<file path="src/rtl/clk_sel_det.sv">
// Divided-clock period detector: measures clk_in in pclk cycles and
// decodes the divide-by-2/4/8/16 select code, with lock, error and timeout.
module clk_sel_det #(
  parameter int CNT_W    = 8,
  parameter int LOCK_CNT = 2,
  parameter int TIMEOUT  = 64
) (
  input  logic             pclk,
  input  logic             presetn,
  input  logic             clk_in,
  output logic [1:0]       sel_det,
  output logic             locked,
  output logic             err,
  output logic             no_clk,
  output logic [CNT_W-1:0] period
);

  typedef enum logic [1:0] {
    IDLE,
    MEASURE,
    LOCKED
  } state_t;

  localparam logic [CNT_W-1:0] CNT_ONE = CNT_W'(1);
  localparam logic [CNT_W-1:0] CNT_TMO = CNT_W'(TIMEOUT);
  localparam logic [3:0]       LOCK_N  = 4'(LOCK_CNT);

  state_t           state_q, state_d;
  logic             s1_q, s2_q, s3_q;
  logic [CNT_W-1:0] cnt_q, cnt_d;
  logic [CNT_W-1:0] period_q, period_d;
  logic [3:0]       match_q, match_d, match_nxt;
  logic [1:0]       sel_q, sel_d, code;
  logic             locked_q, locked_d;
  logic             err_q, err_d;
  logic             no_clk_q, no_clk_d;
  logic             rise, tmo, legal, same, hit;

  assign rise = s2_q & ~s3_q;
  assign tmo  = (cnt_q == CNT_TMO) & ~rise;
  assign same = (cnt_q == period_q);

  always_comb begin
    legal = 1'b1;
    code  = 2'd0;
    unique case (1'b1)
      cnt_q == CNT_W'(2):  code = 2'd0;
      cnt_q == CNT_W'(4):  code = 2'd1;
      cnt_q == CNT_W'(8):  code = 2'd2;
      cnt_q == CNT_W'(16): code = 2'd3;
      default:             legal = 1'b0;
    endcase
  end

  always_comb begin
    match_nxt = 4'd0;
    if (legal) match_nxt = same ? match_q + 4'd1 : 4'd1;
    hit = legal && (match_nxt >= LOCK_N);
  end

  always_comb begin
    cnt_d = cnt_q;
    if (rise) cnt_d = CNT_ONE;
    else if (cnt_q != '1) cnt_d = cnt_q + CNT_ONE;
  end

  always_ff @(posedge pclk or negedge presetn) begin
    if (!presetn) state_q <= IDLE;
    else          state_q <= state_d;
  end

  always_comb begin
    state_d = state_q;
    if (tmo) begin
      state_d = IDLE;
    end else if (rise) begin
      unique case (state_q)
        IDLE:    state_d = MEASURE;
        MEASURE: if (hit) state_d = LOCKED;
        LOCKED:  if (!(legal && same)) state_d = MEASURE;
        default: state_d = IDLE;
      endcase
    end
  end

  // A rise always beats a coincident timeout
  always_comb begin
    match_d  = match_q;
    sel_d    = sel_q;
    locked_d = locked_q;
    err_d    = 1'b0;
    no_clk_d = no_clk_q;
    period_d = period_q;
    if (tmo) begin
      no_clk_d = 1'b1;
      locked_d = 1'b0;
      match_d  = 4'd0;
    end else if (rise) begin
      no_clk_d = 1'b0;
      if (state_q != IDLE) period_d = cnt_q;
      unique case (state_q)
        MEASURE: begin
          err_d   = ~legal;
          match_d = match_nxt;
          if (hit) begin
            sel_d    = code;
            locked_d = 1'b1;
          end
        end
        LOCKED: begin
          if (!(legal && same)) begin
            locked_d = 1'b0;
            err_d    = ~legal;
            match_d  = match_nxt;
          end
        end
        default: ;
      endcase
    end
  end

  always_ff @(posedge pclk or negedge presetn) begin
    if (!presetn) begin
      s1_q     <= 1'b0;
      s2_q     <= 1'b0;
      s3_q     <= 1'b0;
      cnt_q    <= '0;
      period_q <= '0;
      match_q  <= 4'd0;
      sel_q    <= 2'd0;
      locked_q <= 1'b0;
      err_q    <= 1'b0;
      no_clk_q <= 1'b0;
    end else begin
      s1_q     <= clk_in;
      s2_q     <= s1_q;
      s3_q     <= s2_q;
      cnt_q    <= cnt_d;
      period_q <= period_d;
      match_q  <= match_d;
      sel_q    <= sel_d;
      locked_q <= locked_d;
      err_q    <= err_d;
      no_clk_q <= no_clk_d;
    end
  end

  assign sel_det = sel_q;
  assign locked  = locked_q;
  assign err     = err_q;
  assign no_clk  = no_clk_q;
  assign period  = period_q;

endmodule

</file>
<file path="config.mk">
export PLATFORM = sky130hd
export DESIGN_NAME = clk_sel_det
export DESIGN_NICKNAME = d
export VERILOG_FILES = /design/src/rtl/clk_sel_det.sv
export SDC_FILE = /design/constraint.sdc
export NUM_CORES = 1
export LEC_CHECK = 0
export ABC_AREA = 1
export CELL_PAD_IN_SITES_DETAIL_PLACEMENT = 0
export CELL_PAD_IN_SITES_GLOBAL_PLACEMENT = 2
export CORE_ASPECT_RATIO = 0.5
export CORE_MARGIN = 2
export CORE_UTILIZATION = 36
export CTS_CLUSTER_SIZE = 10
export DETAILED_ROUTE_END_ITERATION = 7
export PLACE_DENSITY_LB_ADDON = 0.1
export SLEW_MARGIN = 15
export SYNTH_ARGS = -nofsm -noshare
export SYNTH_HDL_FRONTEND = slang
export SYNTH_SLANG_ARGS = --single-unit
</file>
<file path="constraint.sdc">
create_clock -name pclk -period 4.6 [get_ports pclk]
set_input_delay 0.69 -clock pclk [delete_from_list [all_inputs] [get_ports pclk]]
set_output_delay 0.69 -clock pclk [all_outputs]
set_load 0.05 [all_outputs]
</file>
Yosys cells after proc, flatten, opt, wreduce, memory -nomap -nowiden
Cells that the tools add are included.
- add/sub/neg operators: 2
- $mul: 0
- divide/modulo/power cells: 0
- magnitude comparators: 1
- eq/ne operators: 11
- shift-type cells: 0
- multiplexer cells: 26
- bitwise logic cells: 6
- reductions and logical operators: 13
- operator list (operator ; count):
    4-bit two-way mux ; 5
    8-bit two-way mux ; 2
    2-bit case mux with 3 select lines ; 2
    1-bit two-way mux ; 10
    3-bit AND reduction ; 3
    8-bit by 1-bit adder with 8-bit output (second input constant) ; 1
    8-bit by 2-bit equality test with 1-bit output (second input constant) ; 1
    8-bit by 3-bit equality test with 1-bit output (second input constant) ; 1
    8-bit by 4-bit equality test with 1-bit output (second input constant) ; 1
    8-bit by 5-bit equality test with 1-bit output (second input constant) ; 1
    8-bit by 7-bit equality test with 1-bit output (second input constant) ; 1
    8-bit equality test ; 1
    2-bit two-way mux ; 4
    8-bit inequality test (second input constant) ; 1
    4-bit case mux with 2 select lines ; 1
    4-bit AND reduction ; 2
    3-bit inequality test (second input constant) ; 2
    2-bit nonzero test ; 3
    4-bit by 1-bit adder with 4-bit output (second input constant) ; 1
    4-bit by 2-bit greater-or-equal comparator with 1-bit output (second input constant) ; 1
    1-bit inverter ; 4
    1-bit case mux with 2 select lines ; 2
    4-bit OR reduction ; 1
    3-bit nonzero test ; 1
    other kinds (5) ; 7
- flip-flop bits (word level): 30
- bits in latches: 0
- bits in writable memories: 0
- memory bits (read-only): 0
- input port bits: 3
- word-level logic and storage cells: 70
- memories: 0

Logic depth before layout (Yosys ltp)
Gate-level depths: netlist of the first run.
- depth in word-level cells: 10
- gate-level depth with buffers: 13
- depth with buffers taken out: 13

Worst setup path after synthesis of the first run
OpenSTA, ideal clock, no wires.
- path type: reg2reg
- from: register period_q[5], in the netlist period[5]
- to: register sel_q[1], in the netlist sel_det[1]
- library setup time: 0.122 ns
- arrival: 1.557 ns
- data required time: 4.478 ns
- setup slack: 2.920 ns
- stages on the path, launching flop included: 12
- path buffers: 0
- period minus slack after synthesis: 1.680 ns
- cell sequence: dfrtp_1 > inv_1 > nand2_1 > nand2_1 > nor2_1 > nand2_2 > nor2_8 > o211ai_2 > nand2_2 > nand2_2 > nand2_1 > o21ai_1
- word-level cells in the longest chain between the ends: 6
- RTL lines (item ; line ; text):
    start, declared ; 31 ; logic [CNT_W-1:0] period_q, period_d;
    start signal, assigned ; 139 ; period_q <= period_d;
    8-bit equality test ; 41 ; assign same = (cnt_q == period_q);
    4-bit two-way mux (2 in series) ; 57 ; if (legal) match_nxt = same ? match_q + 4'd1 : 4'd1;
    4-bit by 2-bit greater-or-equal comparator with 1-bit output ; 58 ; hit = legal && (match_nxt >= LOCK_N);
    1-bit logical AND ; 58 ;
    4-bit AND reduction (no source line) ; - ;
    end signal, assigned ; 141 ; sel_q <= sel_d;
    end, declared ; 33 ; logic [1:0] sel_q, sel_d, code;
Every way passes these cells.
A chain may end at the register's enable or synchronous reset.

Worst setup path in the final report of the first run
- from: register period_q[1], in the netlist period[1]
- to: output period[1]
- RTL lines (item ; line ; text):
    end, declared ; 15 ; output logic [CNT_W-1:0] period
No word-level cell between the ends.

==> results.cfg, run 1 <==
[clock_tree]
root_buffer = clkbuf_8
cts_htree_levels = 2
cts_buffer_depth = 2
cts_resized = 0
worstSkewPairLatency_ns = 0.28
cts_tree = built
postCtsSetupRepairBufs = 0
cts_made_buffers = 5
cts-hold-fix-buffers = 0
clock_sinks = 30
clk_pin_slew_ns = 0.07

[placement]
dpl.hpwl_um = 2700
dpl_cell_area_um2 = 1960
io_buffers = 15
globalplace.congestion = 0.778
dp_slack_ns = 2.70

[layout]
regArea_um2 = 751
layout.nets = 254
final_area_um2 = 2070
diodes = 0
drive_gt1_share_pct = 15.1
syn2layout_area_growth_pct = 19.5
fillers = 457
multi_input_area_um2 = 846

[critical_path]
worstPathArrival_ns = 1.50
worst_setup_path_end_kind = output port
crit_fanout = 4
crit_path_top_delay_cell = clkdlybuf4s50_1
crit_family = buffers and inverters
crit_start = period[1]
r2r_start = cnt_q[0]
crit_chain = clkdlybuf4s50_1
crit_type = register to output port
worstPathRequired_ns = 3.91
path_buf_inv = 1
slowest_delay_ns = 0.82
start_kind = register

[logic_synthesis]
ys_seq_elements = 30
synth_common_cells = 69 x nand2_1, 30 x dfrtp_1, 28 x inv_1
synth-xor-area-share_pct = 1.01
avgSynthCellArea_um2 = 7.75
synth-main-ff-cell = dfrtp_1
syn_inst = 224
ys_async_sr_fraction_pct = 100
synth_seq_area_share_pct = 43.2
synth_area_leader_cell = dfrtp_1
synth.top_cell.area_share_pct = 43.2
synth_fa_ha_area_share_pct = 5.04
synth_enable_flop_cells = 0
synth_compound_area_share_pct = 8.93
syn_nets = 234
synth.distinct_cells = 27
synth_top_family_by_area = simple AND/OR/NAND/NOR gates
synth-simple-area-share_pct = 33.7
synthMuxAreaShare_pct = 0
synth_area_leaders = dfrtp_1 43%, nand2_1 15%, inv_1 6.1%, ha_1 5.0%, o21ai_0 4.6%
yosys_warnings = 0
yosysMostFrequentCell = nand2_1
synth.cell_area_um2 = 1740

[die]
die_y_um = 53.1
ioPinCount = 16
start_util_pct = 38.5
die_w_um = 102
core_um2 = 4510
rows = 17
dieArea_um2 = 5430

[sta]
slew_headroom_pct = 66.7
min_period_ns = 2.19
finalSetupTns_ns = 0
setup-violations-final = 0
hold_violations = 0
drv_slew = 0
clock_skew_ns = 0.00422
worst_slack_ns = 2.41
finalCritPeriodShare_pct = 47.6
rsz0062_at_grt = no
tightest_slew_ns = 0.497
max_clock_freq_mhz = 457

[grt]
grt_first_pass_wirelength_um = 6500
grt_remaining_overflow = 0
grt_max_degree = 31
antenna_found_initial = 0
first_global_vias = 1322
grtUsageTotal_pct = 16.2

[drt]
finalWirelength_um = 3710
wl_per_cell_um = 11.9
route.met3.wl_um = 141
viasPerCell = 4.50
ant_nets = 0
vias = 1398
dr_wl_met2_um = 1480
highest_layer = met4
drt-met1-wl_um = 2070
firstDrtPassIters = 5
drtIter0Drc = 56
drc = 0

[hold_path]
worstHoldStart = s1_q
hold_class = register to register

[pwr]
ir_drop_uv = 262
pwr_density_cell_nw_per_um2 = 544
p_leak_nw = 1.06

[status]
status = completed

[flow_run]
maxCapViolations = 0
[worst reg2reg max path, delay by kind of cell, from the launching register on]
kind / cells / cell delay, ns
simple gates: 10 / 0.96
flops: 1 / 0.41
buf+inv: 2 / 0.21
fa+ha+maj: 1 / 0.19
[placed cells by master, fill, tap and decap left out, drive strengths merged]
cell           instances
or2                    2
a31oi                  1
a2111oi                1
nand3b                 1
clkdlybuf4s50         15
nor2                  18
clkbuf                 8
inv                   34
a21oi                  4
ha                     7
nor3                   2
o21ai                 20
buf                    1
xor2                   2
nand4                  1
o211ai                 2
dfrtp                 30
nand2                 77
nand3                 19
[flip-flops by register name, summed over array words and instances (netlist names)]
signal,flops
cnt_q,8
err,1
locked,1
match_q,4
no_clk,1
period,8
s1_q,1
s2_q,1
s3_q,1
sel_det,2
state_q,2
[cell families after synthesis]
kind of cell | count (synthesis)
AND/OR/NAND/NOR | 120
adder cells (fa/ha/maj) | 7
flip-flops | 30
buffers and inverters | 37
AO/OA/AOI/OAI | 28
XOR/XNOR | 2
[worst paths after layout]
path / to / slack [ns] / cells after the start
max: period[1] / 2.41 / 1
min: s2_q / 0.36 / 0
max reg2reg: locked / 2.70 / 13
min reg2reg: s2_q / 0.36 / 0
max in group asynchronous: err / 3.50 / 2
min in group asynchronous: locked / 0.80 / 2
[metrics by stage]
step                      total power [mW]  instances  hold WS, ns  util, %
after detailed placement             0.881        303        0.345     43.6
after global routing                  1.22        311        0.384     46.0
after global placement               0.882        303        0.334     43.6
after floorplan                      0.745        224        0.331        -
final                                 1.13        311        0.357     46.0
after CTS                             1.14        311        0.360     46.0
[final cells by class]
type	instances	share of cell area [%]
clock buffer	8	5.31
sequential	30	36.2
timing repair buffer	16	7.60
tap	66	3.98
multi-input combinational	157	40.8
inverter	34	6.15
[routing by layer]
metal,vias up,track usage [%]
li1,740,-
met1,632,22.9
met2,21,24.5
met3,5,5.15
met4,0,3.33
met5,-,0
[where the power goes]
part | switching (mW) | total (mW) | leakage (nW) | internal, mW
combinational | 0.336 | 0.495 | 0.610 | 0.159
clock | 0.102 | 0.253 | 0.0575 | 0.151
sequential | 0.0611 | 0.380 | 0.395 | 0.319
total | 0.499 | 1.13 | 1.06 | 0.629
(Power assumes the default switching activity.)
==> run 2: changes to the inputs <==
--- a/config.mk
+++ b/config.mk
@@ -10,7 +10,7 @@
 export CELL_PAD_IN_SITES_GLOBAL_PLACEMENT = 2
 export CORE_ASPECT_RATIO = 0.5
 export CORE_MARGIN = 2
-export CORE_UTILIZATION = 36
+export CORE_UTILIZATION = 33
 export CTS_CLUSTER_SIZE = 10
 export DETAILED_ROUTE_END_ITERATION = 7
 export PLACE_DENSITY_LB_ADDON = 0.1
==> constraint.sdc (replaced) <==
create_clock -name pclk -period 2.1 [get_ports pclk]
set_input_delay 0.315 -clock pclk [delete_from_list [all_inputs] [get_ports pclk]]
set_output_delay 0.315 -clock pclk [all_outputs]
set_load 0.05 [all_outputs]
==> run 2 against run 1 <==
Power is 110% higher. Sequential power is 120% higher. Non-clock buffer count is 1 higher. Core utilization is 4.6 points lower. Combinational power is 120% higher. Routed wire length is 2.4% higher. Die area is 8.6% higher. Cell area is 0.30% lower. Worst setup slack worse by 2.2 ns.
==> results.cfg, run 2 (synthesis results as in run 1) <==
[status]
status = completed

[grt]
grt_remaining_overflow = 0
grt_max_degree = 31
grtUsageTotal_pct = 14.8
grt_first_pass_wirelength_um = 6810
first_global_vias = 1402
antenna_found_initial = 0

[placement]
dpl_cell_area_um2 = 1980
globalplace.congestion = 0.761
dpl.hpwl_um = 2800
io_buffers = 15

[layout]
drive_gt1_share_pct = 15.0
syn2layout_area_growth_pct = 19.1
regArea_um2 = 751
layout_commonest_cell = nand2_1
layout.nets = 255
final_area_um2 = 2070
final_cell_mix = 69 x nand2_1, 30 x dfrtp_1, 28 x inv_1
fillers = 533
multi_input_area_um2 = 846
diodes = 0

[clock_tree]
cts_buffer_depth = 2
postCtsSetupRepairBufs = 0
clock_sinks = 30
cts_resized = 0
cts_htree_levels = 2
cts-hold-fix-buffers = 0
worstSkewPairLatency_ns = 0.29
root_buffer = clkbuf_8
cts_made_buffers = 5
cts_tree = built
clk_pin_slew_ns = 0.06

[critical_path]
crit_type = register to register
crit_path_top_delay_cell = dfrtp_1
crit_fanout = 6
path_buf_inv = 2
worstPathArrival_ns = 2.08
start_kind = register
slowest_delay_ns = 0.41
worst_setup_path_end_kind = register
r2r_slack_ns = 0.24
reg2reg_depth = 12
critPathMostFrequentCell = nand2_1
crit_chain = inv_1 -> ha_1 -> nand2_1 -> nor2_2 -> nand4_2 -> nand2_1 -> inv_1 -> nand2_1 -> nand2_2 -> nor2_1 -> nand3_1 -> nand2_1
worstPathRequired_ns = 2.32
crit_family = simple AND/OR/NAND/NOR gates
worst-path-stages = 12

[drt]
ant_nets = 0
finalWirelength_um = 3800
drtIter0Drc = 43
vias = 1400
firstDrtPassIters = 4
viasPerCell = 4.43
drc = 0
wl_per_cell_um = 12.0

[sta]
rsz0062_at_grt = no
min_period_ns = 1.86
finalSetupTns_ns = 0
drv_slew = 0
clock_skew_ns = 0.00717
slew_headroom_pct = 66.8
finalCritPeriodShare_pct = 88.4
tightest_slew_ns = 0.496
hold_violations = 0
max_clock_freq_mhz = 539
setup-violations-final = 0
timing.hold.ws_ns = 0.359

[pwr]
p_leak_nw = 1.06
pwr_density_cell_nw_per_um2 = 1160
ir_drop_uv = 549

[flow_run]
maxCapViolations = 0

[die]
ioPinCount = 16
start_util_pct = 34.7
dieArea_um2 = 5890
die_y_um = 55.3
core_um2 = 5000
die_w_um = 107
rows = 18

[hold_path]
hold_depth = 0
hold_class = register to register
run 2: cell type report:
cell class,instances,share of cell area (%)
clock buffers,7,4.17
clock inverters,1,0.242
inverters,34,6.17
multi-input cells,157,40.9
flip-flops and latches,30,36.3
well taps,70,4.23
repair buffers,17,7.99
run 2: where the power goes:
group / total, mW / leakage [nW] / switching, mW / internal, mW
registers: 0.833 / 0.395 / 0.135 / 0.698
clock network: 0.489 / 0.0482 / 0.225 / 0.264
logic: 1.08 / 0.614 / 0.727 / 0.350
total: 2.40 / 1.06 / 1.09 / 1.31
run 2: metrics by stage:
step	power [mW]	utilization (%)	setup slack (ns)	std cells
after CTS	2.44	41.4	0.228	316
after detailed placement	1.93	39.5	0.254	308
after global placement	1.93	39.5	0.264	308
after floorplan	1.63	-	0.420	224
final	2.40	41.4	0.245	316
after global routing	2.62	41.4	0.0286	316
run 2: final timing paths:
check                      startpoint    endpoint
max in group asynchronous     presetn  match_q[3]
max reg2reg                  cnt_q[0]      locked
min reg2reg                      s1_q        s2_q
min in group asynchronous     presetn   period[3]
max                          cnt_q[0]      locked
min                              s1_q        s2_q
run 2: routing by layer:
metal | vias up | share of wire (%) | track usage (%) | wire (µm)
li1 | 745 | - | - | -
met2 | 27 | 40 | 20.7 | 1530
met1 | 623 | 53 | 21.5 | 2010
met5 | - | 0 | 0 | 0
met4 | 0 | 0.61 | 3.90 | 23
met3 | 5 | 6.4 | 5.43 | 242
==> run 3: changes to the inputs <==
--- a/config.mk
+++ b/config.mk
@@ -9,7 +9,6 @@
 export CELL_PAD_IN_SITES_DETAIL_PLACEMENT = 0
 export CELL_PAD_IN_SITES_GLOBAL_PLACEMENT = 2
 export CORE_ASPECT_RATIO = 0.5
-export CORE_MARGIN = 2
 export CORE_UTILIZATION = 33
 export CTS_CLUSTER_SIZE = 10
 export DETAILED_ROUTE_END_ITERATION = 7
==> run 3 against run 2 <==
Cell area did not move. Critical endpoint unchanged. Worst setup slack got worse by 0.016 ns. Maximum frequency fell by 0.86%. Clock power barely moved. Critical path type unchanged. Routed wire length fell by 1.4%.
==> results.cfg, run 3 (synthesis results as in run 1) <==
[status]
status = completed

[clock_tree]
cts_made_buffers = 5
cts_htree_levels = 2
clock_sinks = 30
worstSkewPairLatency_ns = 0.28
clk_pin_slew_ns = 0.07
postCtsSetupRepairBufs = 0
cts-hold-fix-buffers = 0
cts_buffer_depth = 2
root_buffer = clkbuf_8
cts_resized = 0
cts_tree = built

[layout]
syn2layout_area_growth_pct = 19.1
fin_cells = 316
regArea_um2 = 751
diodes = 0
final_cell_mix = 69 x nand2_1, 30 x dfrtp_1, 28 x inv_1
fillers = 537
drive_gt1_share_pct = 15.0
layout.nets = 255
layout_commonest_cell = nand2_1
multi_input_area_um2 = 846

[die]
die_w_um = 105
dieArea_um2 = 5570
die_y_um = 53.3
start_util_pct = 34.7
rows = 18
ioPinCount = 16
core_um2 = 5000

[sta]
min_period_ns = 1.87
max_clock_freq_mhz = 534
slew_headroom_pct = 66.9
finalCritPeriodShare_pct = 89.1
setup-violations-final = 0
hold_violations = 0
clock_skew_ns = 0.00489
rsz0062_at_grt = no
worst_slack_ns = 0.229
drv_slew = 0
tightest_slew_ns = 0.496
finalSetupTns_ns = 0

[drt]
firstDrtPassIters = 4
ant_nets = 0
vias = 1412
viasPerCell = 4.47
drc = 0
finalWirelength_um = 3740
wl_per_cell_um = 11.8
drtIter0Drc = 54

[grt]
first_global_vias = 1248
grt_first_pass_wirelength_um = 6300
grtUsageTotal_pct = 15.3
grt_remaining_overflow = 0
grt_max_degree = 31
antenna_found_initial = 0

[placement]
dpl.hpwl_um = 2790
globalplace.congestion = 0.750
dp.cells = 308
dp_slack_ns = 0.237
io_buffers = 15

[critical_path]
worstPathRequired_ns = 2.32
critPathMostFrequentCell = nand2_1
worst_setup_path_end_kind = register
crit_path_top_delay_cell = dfrtp_1
start_kind = register
worstPathArrival_ns = 2.09
crit_fanout = 5
crit_type = register to register
slowest_delay_ns = 0.43
crit_chain = inv_1 -> ha_1 -> nand2_1 -> nor2_2 -> nand4_2 -> nand2_1 -> inv_1 -> nand2_1 -> nand2_2 -> nor2_1 -> nand3_1 -> nand2_1

[pwr]
pwr_density_cell_nw_per_um2 = 1160
ir_drop_uv = 572
p_leak_nw = 1.06
finalPower_mw = 2.40

[hold_path]
hold_class = register to register

[flow_run]
maxCapViolations = 0
run 3: cell counts in the layout (fill, tap and decap cells not counted):
No cell type changed its count.
run 3: per-stage QoR:
stage	util, %	hold WS [ns]	cell area, µm²
3_5_place_dp	39.5	0.350	1980
2_1_floorplan	-	0.0194	1740
4_1_cts	41.4	0.365	2070
3_3_place_gp	39.5	0.334	1980
5_1_grt	41.4	0.373	2070
6_report	41.4	0.357	2070
run 3: routing by layer:
| layer | vias to the layer above | GRT usage, % | wire length (µm) |
|---|---|---|---|
| met2 | 18 | 21.6 | 1440 |
| met1 | 646 | 22.2 | 2150 |
| met5 | - | 0 | 0 |
| met4 | 0 | 4.23 | 21 |
| met3 | 5 | 4.43 | 139 |
| li1 | 743 | - | - |
run 3: final timing paths:
path                       cells after the start  slack (ns)      from   endpoint
min reg2reg                                    0        0.36      s1_q       s2_q
max in group asynchronous                      2        1.37   presetn     no_clk
max reg2reg                                   12        0.23  cnt_q[1]     locked
max                                           12        0.23  cnt_q[1]     locked
min in group asynchronous                      2        0.43   presetn  period[2]
min                                            0        0.36      s1_q       s2_q
run 3: report_power, final:
group | internal (mW) | leakage, nW | switching (mW)
combinational | 0.350 | 0.614 | 0.735
clock | 0.264 | 0.0482 | 0.226
sequential | 0.698 | 0.395 | 0.131
total | 1.31 | 1.06 | 1.09
run 3: worst max-delay path, delay by kind of cell, from the launching register on:
kind	cells	cell delay (ns)
AND/OR/NAND/NOR	9	1.00
buffers and inverters	2	0.20
adder cells (fa/ha/maj)	1	0.19
flip-flops	1	0.43
run 3: layout make-up:
| cell class | count | share of cell area, % |
|---|---|---|
| Tap cell | 70 | 4.23 |
| Clock buffer | 7 | 4.17 |
| Multi-Input combinational cell | 157 | 40.9 |
| Inverter | 34 | 6.17 |
| Sequential cell | 30 | 36.3 |
| Clock inverter | 1 | 0.242 |
| Timing Repair Buffer | 17 | 7.99 |
